**src/rtl/mips_mem_arbiter_pkg.sv**
```systemverilog
// Shared types for the MIPS memory arbiter: FSM state encoding, master IDs and small helpers.
package mips_mem_arbiter_pkg;

  typedef enum logic [1:0] {
    ARB_IDLE  = 2'd0,
    ARB_ISSUE = 2'd1,
    ARB_WAIT  = 2'd2,
    ARB_RESP  = 2'd3
  } arb_state_e;

  typedef enum logic {
    ARB_M0 = 1'b0,
    ARB_M1 = 1'b1
  } arb_master_e;

  // Wide enough for READ_LATENCY-2 with the maximum legal latency of 4.
  localparam int LAT_CNT_W = 2;

  function automatic logic is_misaligned(input logic [1:0] byte_lsb);
    return byte_lsb != 2'b00;
  endfunction

endpackage

```
**src/rtl/mips_rr_arb2.sv**
```systemverilog
// Two-way round-robin picker: on a tie, the master that did not win last time is granted.
module mips_rr_arb2
  import mips_mem_arbiter_pkg::*;
(
  input  logic [1:0]  req_i,
  input  arb_master_e last_grant_i,
  output logic [1:0]  grant_o
);

  always_comb begin
    grant_o = 2'b00;
    if (req_i[0] && (!req_i[1] || last_grant_i == ARB_M1)) begin
      grant_o = 2'b01;
    end else if (req_i[1]) begin
      grant_o = 2'b10;
    end
  end

endmodule

```
**src/rtl/mips_mem_arbiter.sv**
```systemverilog
// Single-port RAM arbiter between the MIPS core (M0) and loader/debug port (M1), one transaction at a time.
// Define MEM_ARB_FIXED_PRI_EN for fixed priority (M1 wins ties); default is round-robin.
module mips_mem_arbiter
  import mips_mem_arbiter_pkg::*;
#(
  parameter int ADDR_W       = 32,
  parameter int DATA_W       = 32,
  parameter int READ_LATENCY = 1
) (
  input  logic              clk,
  input  logic              rst,
  input  logic              m0_req_i,
  input  logic              m0_we_i,
  input  logic [ADDR_W-1:0] m0_addr_i,
  input  logic [DATA_W-1:0] m0_wdata_i,
  output logic              m0_gnt_o,
  output logic              m0_rvalid_o,
  input  logic              m1_req_i,
  input  logic              m1_we_i,
  input  logic [ADDR_W-1:0] m1_addr_i,
  input  logic [DATA_W-1:0] m1_wdata_i,
  output logic              m1_gnt_o,
  output logic              m1_rvalid_o,
  output logic [DATA_W-1:0] rdata_o,
  output logic              err_o,
  output logic              mem_en_o,
  output logic              mem_we_o,
  output logic [ADDR_W-1:0] mem_addr_o,
  output logic [DATA_W-1:0] mem_wdata_o,
  input  logic [DATA_W-1:0] mem_rdata_i
);

  localparam logic [LAT_CNT_W-1:0] WAIT_INIT =
    LAT_CNT_W'((READ_LATENCY > 1) ? READ_LATENCY - 2 : 0);

  arb_state_e           state_q, state_d;
  arb_master_e          owner_q, owner_d;
  logic                 we_q, we_d;
  logic [ADDR_W-1:0]    addr_q, addr_d;
  logic [DATA_W-1:0]    wdata_q, wdata_d;
  logic [LAT_CNT_W-1:0] lat_cnt_q, lat_cnt_d;

  logic [1:0]  req;
  arb_master_e win;

  assign req = {m1_req_i, m0_req_i};

`ifdef MEM_ARB_FIXED_PRI_EN
  assign win = m1_req_i ? ARB_M1 : ARB_M0;
`else
  logic [1:0]  grant;
  arb_master_e last_grant_q, last_grant_d;

  mips_rr_arb2 u_rr_arb2 (
    .req_i        (req),
    .last_grant_i (last_grant_q),
    .grant_o      (grant)
  );

  assign win = (grant == 2'b10) ? ARB_M1 : ARB_M0;
  // Captured transactions always issue, so updating at capture equals updating at gnt.
  assign last_grant_d = (state_q == ARB_IDLE && |req) ? win : last_grant_q;

  always_ff @(posedge clk) begin
    if (rst) last_grant_q <= ARB_M1;
    else     last_grant_q <= last_grant_d;
  end
`endif

  always_ff @(posedge clk) begin
    if (rst) begin
      state_q   <= ARB_IDLE;
      owner_q   <= ARB_M0;
      we_q      <= 1'b0;
      addr_q    <= '0;
      wdata_q   <= '0;
      lat_cnt_q <= '0;
    end else begin
      state_q   <= state_d;
      owner_q   <= owner_d;
      we_q      <= we_d;
      addr_q    <= addr_d;
      wdata_q   <= wdata_d;
      lat_cnt_q <= lat_cnt_d;
    end
  end

  always_comb begin
    state_d     = state_q;
    owner_d     = owner_q;
    we_d        = we_q;
    addr_d      = addr_q;
    wdata_d     = wdata_q;
    lat_cnt_d   = lat_cnt_q;
    m0_gnt_o    = 1'b0;
    m1_gnt_o    = 1'b0;
    m0_rvalid_o = 1'b0;
    m1_rvalid_o = 1'b0;
    rdata_o     = '0;
    err_o       = 1'b0;
    mem_en_o    = 1'b0;
    mem_we_o    = 1'b0;
    mem_addr_o  = '0;
    mem_wdata_o = '0;

    case (state_q)
      ARB_IDLE: begin
        if (|req) begin
          owner_d = win;
          we_d    = (win == ARB_M1) ? m1_we_i    : m0_we_i;
          addr_d  = (win == ARB_M1) ? m1_addr_i  : m0_addr_i;
          wdata_d = (win == ARB_M1) ? m1_wdata_i : m0_wdata_i;
          state_d = ARB_ISSUE;
        end
      end
      ARB_ISSUE: begin
        m0_gnt_o = (owner_q == ARB_M0);
        m1_gnt_o = (owner_q == ARB_M1);
        if (is_misaligned(addr_q[1:0])) begin
          err_o   = 1'b1;
          state_d = ARB_IDLE;
        end else begin
          mem_en_o    = 1'b1;
          mem_we_o    = we_q;
          mem_addr_o  = addr_q;
          mem_wdata_o = wdata_q;
          if (we_q) begin
            state_d = ARB_IDLE;
          end else if (READ_LATENCY == 1) begin
            state_d = ARB_RESP;
          end else begin
            lat_cnt_d = WAIT_INIT;
            state_d   = ARB_WAIT;
          end
        end
      end
      ARB_WAIT: begin
        if (lat_cnt_q == '0) state_d = ARB_RESP;
        else                 lat_cnt_d = lat_cnt_q - LAT_CNT_W'(1);
      end
      ARB_RESP: begin
        m0_rvalid_o = (owner_q == ARB_M0);
        m1_rvalid_o = (owner_q == ARB_M1);
        rdata_o     = mem_rdata_i;
        state_d     = ARB_IDLE;
      end
      default: state_d = ARB_IDLE;
    endcase
  end

endmodule

```
**config.mk**
```make
export PLATFORM = sky130hd
export DESIGN_NAME = mips_mem_arbiter
export DESIGN_NICKNAME = d
export VERILOG_FILES = /design/src/rtl/mips_mem_arbiter_pkg.sv /design/src/rtl/mips_rr_arb2.sv /design/src/rtl/mips_mem_arbiter.sv
export SDC_FILE = /design/constraint.sdc
export NUM_CORES = 1
export LEC_CHECK = 0
export CELL_PAD_IN_SITES_DETAIL_PLACEMENT = 0
export CELL_PAD_IN_SITES_GLOBAL_PLACEMENT = 2
export CORE_MARGIN = 10
export CORE_UTILIZATION = 21
export DETAILED_ROUTE_END_ITERATION = 12
export PLACE_DENSITY_LB_ADDON = 0.05
export SYNTH_ARGS = -nofsm -noshare
export SYNTH_HDL_FRONTEND = slang
export SYNTH_SLANG_ARGS = --single-unit
```
**constraint.sdc**
```tcl
create_clock -name clk -period 3.25 [get_ports clk]
set_clock_uncertainty 0.15 [all_clocks]
set_input_delay 0.65 -clock clk [delete_from_list [all_inputs] [get_ports clk]]
set_output_delay 0.65 -clock clk [all_outputs]
set_load 0.05 [all_outputs]
```
======== After elaboration in Yosys (flattened, before gate mapping) ========
Cells that the tools add are included.
W data, S select, Z words.
word-level totals
  register bits ........................... 71
  output and inout bits ................... 103
operators by class
  $add $sub $neg .......................... 1
  equality and inequality tests ........... 6
  mux-type cells .......................... 26
  bitwise logic cells ..................... 2
  reductions and logical operators ........ 11
operators with widths
  cell                   number
  $mux W32               7
  $mux W1                12
  $mux W2                6
  $pmux W2 S4            1
  $eq A2 B2 Y1 const B   3
  $reduce_and A2 Y1      3
  $logic_not A2 Y1       2
  $eq A2 B1 Y1 const B   1
  $logic_and A1 B1 Y1    2
  $ne A2 B1 Y1 const B   1
  $ne A2 B2 Y1 const B   1
  $not A1 Y1             2
  $reduce_bool A2 Y1     1
  $reduce_or A2 Y1       1
  $sub A2 B1 Y2 const B  1
  $logic_not A1 Y1       1
  $logic_or A1 B1 Y1     1

======== Depth between registers and ports, before layout ========
  depth after elaboration ................. 7
  gate-level depth with buffers ........... 6
  mapped depth without buffers ............ 5

======== By module ========
From an unflattened synthesis, not the netlist that was laid out.
second synthesis, totals
  cells, all modules ...................... 527
  area total of the unflattened synthesis .. 4170.2 um^2
modules (own cells, without submodules)
  module            instances  cells each  area each (um^2)
  mips_mem_arbiter  1          524         4151.5
  mips_rr_arb2      1          3           18.8

======== Least setup slack after synthesis ========
No wires, ideal clock.
  path type ............................... register -> output
  from .................................... register state_q[0]
  to ...................................... output mem_addr_o[22]
  arrival time ............................ 1.805 ns
  data required time ...................... 2.450 ns
  slack ................................... 0.645 ns
  cell stages (with the launch flop) ...... 4
  path buffers ............................ 1
  path through ............................ dfxtp_1 > nor4b_1 > clkbuf_1 > and2_1
between the ends
  word-level cells in the longest chain between the ends .. 2
RTL lines
  element                 line                     source
  start, declared         mips_mem_arbiter.sv:36   arb_state_e state_q, state_d;
  start signal, assigned  mips_mem_arbiter.sv:79   state_q <= state_d;
  $eq A2 B1 Y1            mips_mem_arbiter.sv:106  case (state_q)
  $mux W32                mips_mem_arbiter.sv:106
  end, declared           mips_mem_arbiter.sv:28   output logic [ADDR_W-1:0] mem_addr_o,
No other way between the ends.

======== Final worst setup path ========
  from .................................... register state_q[0]
  to ...................................... output mem_addr_o[30]
The elaborated chain is that of the path after synthesis.

==> reports/qor.csv <==
stage;metric;value;unit
critical_path;crit_type;reg2out;
die;start_util;0.212;
detailed_routing;first_pass_iters;4;
placement;gp_congestion;0.724;
synth;synth-main-ff-cell;dfxtp_1;
timing;rsz0062_at_grt;false;
die;rows;52;
clocking;hold_buffers;0;
synth;synth-async-reset-ratio;0;
critical_path;crit_start;state_q[0];
clocking;cts-root-buf;clkbuf_16;
critical_path;cp.arrival;2.20;ns
detailed_routing;wl_met2;9.67;mm
synth;synth_most_common_cell;nand2_1;
critical_path;ff2ff_setup_slack;1.13;ns
die;die_h;163;um
finish;syn_to_final_growth;88.0;%
timing;holdWs;0.349;ns
run_status;status;complete, no violations;
critical_path;required;2.45;ns
synth;syn_area;4270;um2
detailed_routing;wl_per_cell;19.6;um
pwr;powerDensity;466;nW/um2
detailed_routing;first_iter_violations;202;
detailed_routing;route.detailed.drc;0;
placement;portBuffers;266;
synth;netlist_top_cells_area;dfxtp_1 33%, a311oi_2 18%, nand2_1 12%, and2_1 9.2%, a21oi_1 8.1%;
grt;grt_pass1_wl;30.8;mm
min_path;hp-class;reg2reg;
min_path;hold_depth;2;
finish;design_area;8020;um2
critical_path;rr_endpoint;wdata_q[24];
detailed_routing;routed_wl;20.2;mm
die;die-width;163;um
timing;tns;0;ns
timing;max-slew-margin-rel;0.543;
synth;ys_ff_latch;71;
critical_path;critPathLaunchType;flop;
timing;worst_slew_pin_slew;0.685;ns
synth;synth_cell_types;31;
clocking;clk_pin_slew;0.06;ns
critical_path;crit_fanout;54;
clocking;htreeDepth;3;
timing;hold_viol;0;
min_path;min_from;lat_cnt_q[1];
pwr;p_leak;0.00312;uW
grt;track_usage;0.148;
grt;grt_max_degree;55;
timing;fmax;0.334;GHz
clocking;tritoncts;done;
placement;dpl-instance-area;7720;um2
critical_path;reg2reg_from;state_q[1];
critical_path;crit_end;mem_addr_o[30];
finish;fillers;2018;
clocking;clock_latency;0.34;ns
grt;grt_pass1_vias;4959;
clocking;clock_path_buffers;2;
synth;synth.largest_area_cell;dfxtp_1;
clocking;cts.sinks;71;
synth;yosysWarnings;0;
pwr;peakVddDrop;0.000291;V
timing;period_share;0.922;
die;num_io_pins;269;
finish;nNetsFinal;923;
timing;drv_slew;0;
synth;avgSynthCellArea;8.14;um2
clocking;numCtsBuffers;9;
grt;overflow;0;
finish;diodes;0;
detailed_routing;num_vias;4681;
synth;synth-seq-area-share;0.333;
detailed_routing;viasPerCell;4.54;
detailed_routing;highest_layer;met4;
detailed_routing;wl_met3;1.80;mm
detailed_routing;final_antenna_net_count;0;
synth;synth_commonest_cells;132 x nand2_1, 71 x dfxtp_1, 69 x a21oi_1;
synth;synth-edff-count;0;
synth;synth_top_area_share;0.333;
synth;syn_inst;524;
placement;hpwl;14.4;mm
run;drv_cap;0;
finish;drive_gt1_frac;0.226;
die;coreArea;20100;um2
critical_path;reg2reg_depth;5;
detailed_routing;wl_met1;8.51;mm
grt;grt_antenna_before_repair;0;
timing;finalSetupViolCount;0;
die;die-area;26400;um2
timing;fin_crit;3.00;ns
critical_path;end_kind;primary output;
per-stage QoR:
stage | instances | power, uW | worst slack, ns | util
after floorplan | 525 | 2040 | 0.645 | -
after global placement | 1015 | 2740 | 0.386 | 0.384
after detailed placement | 1015 | 2750 | 0.357 | 0.384
after CTS | 1031 | 3810 | 0.0641 | 0.399
after global routing | 1031 | 3950 | 0.0906 | 0.399
final | 1031 | 3740 | 0.252 | 0.399
cell usage in the layout, fill, tap and decap left out, types with 2 or more instances in the layout:
master           instances
and2_1                  63
inv_1                    3
a21oi_1                 69
buf_4                   30
buf_12                  68
clkdlybuf4s50_1        183
and3_1                  33
clkinv_4                 2
nand2b_1                 3
nor2_1                   8
clkbuf_16                9
conb_1                   2
a311oi_1                15
nand2_1                132
a311oi_2                50
dfxtp_1                 70
cell type report:
class,instances,area [um2],area share
clock buffers,10,229,0.0285
inverters,3,11.3,0.00140
repair buffers,281,3420,0.426
flip-flops and latches,71,1420,0.177
well taps,270,338,0.0421
multi-input cells,390,2530,0.316
clock inverters,6,68.8,0.00858
logic make-up (layout without fill, tap and decap cells):
| kind of cell | count (synthesis) | after routing | synth area share |
|---|---|---|---|
| other | 1 | 2 | 0.000879 |
| buffers and inverters | 64 | 300 | 0.0774 |
| XOR/XNOR | 1 | 1 | 0.00205 |
| AND/OR/NAND/NOR | 245 | 245 | 0.281 |
| adder cells (fa/ha/maj) | 1 | 1 | 0.00293 |
| AO/OA/AOI/OAI | 140 | 140 | 0.300 |
| multiplexers | 1 | 1 | 0.00264 |
| flip-flops | 71 | 71 | 0.333 |
worst max-delay path: stages, from the launching register on:
cell     delay [ns]
dfxtp_1        0.38
buf_4          0.32
nor4b_2        0.43
buf_12         0.31
and2_1         0.24
buf_12         0.15
report_power, final:
part | internal [uW] | total, uW | switching [uW]
Combinational | 727 | 1620 | 891
Sequential | 1010 | 1090 | 78.8
Clock | 600 | 1030 | 430
Total | 2340 | 3740 | 1400
sequential cells by signal (all words and copies together) (netlist names):
name	cells
wdata_q	32
last_grant_q	1
addr_q	32
owner_q	1
we_q	1
lat_cnt_q	2
state_q	2
layer usage:
| layer | global-route usage | up-vias |
|---|---|---|
| li1 | - | 2292 |
| met1 | 0.174 | 2199 |
| met2 | 0.249 | 178 |
| met3 | 0.0556 | 12 |
| met4 | 0.0381 | 0 |
| met5 | 0 | - |
what timing repair did:
item,in CTS,in global routing
endpoints found under the hold margin,0,0
buffers inserted,0,0
endpoints found under the setup margin,0,58
resized for setup,0,1
worst min-delay path by stage:
stage                               to  slack, ns
after floorplan           lat_cnt_q[1]       0.33
after global placement    lat_cnt_q[1]       0.34
after detailed placement  lat_cnt_q[1]       0.34
after CTS                 lat_cnt_q[1]       0.35
after global routing      lat_cnt_q[1]       0.38
final                     lat_cnt_q[1]       0.35
Note: power is estimated with default switching activity, not from simulation.
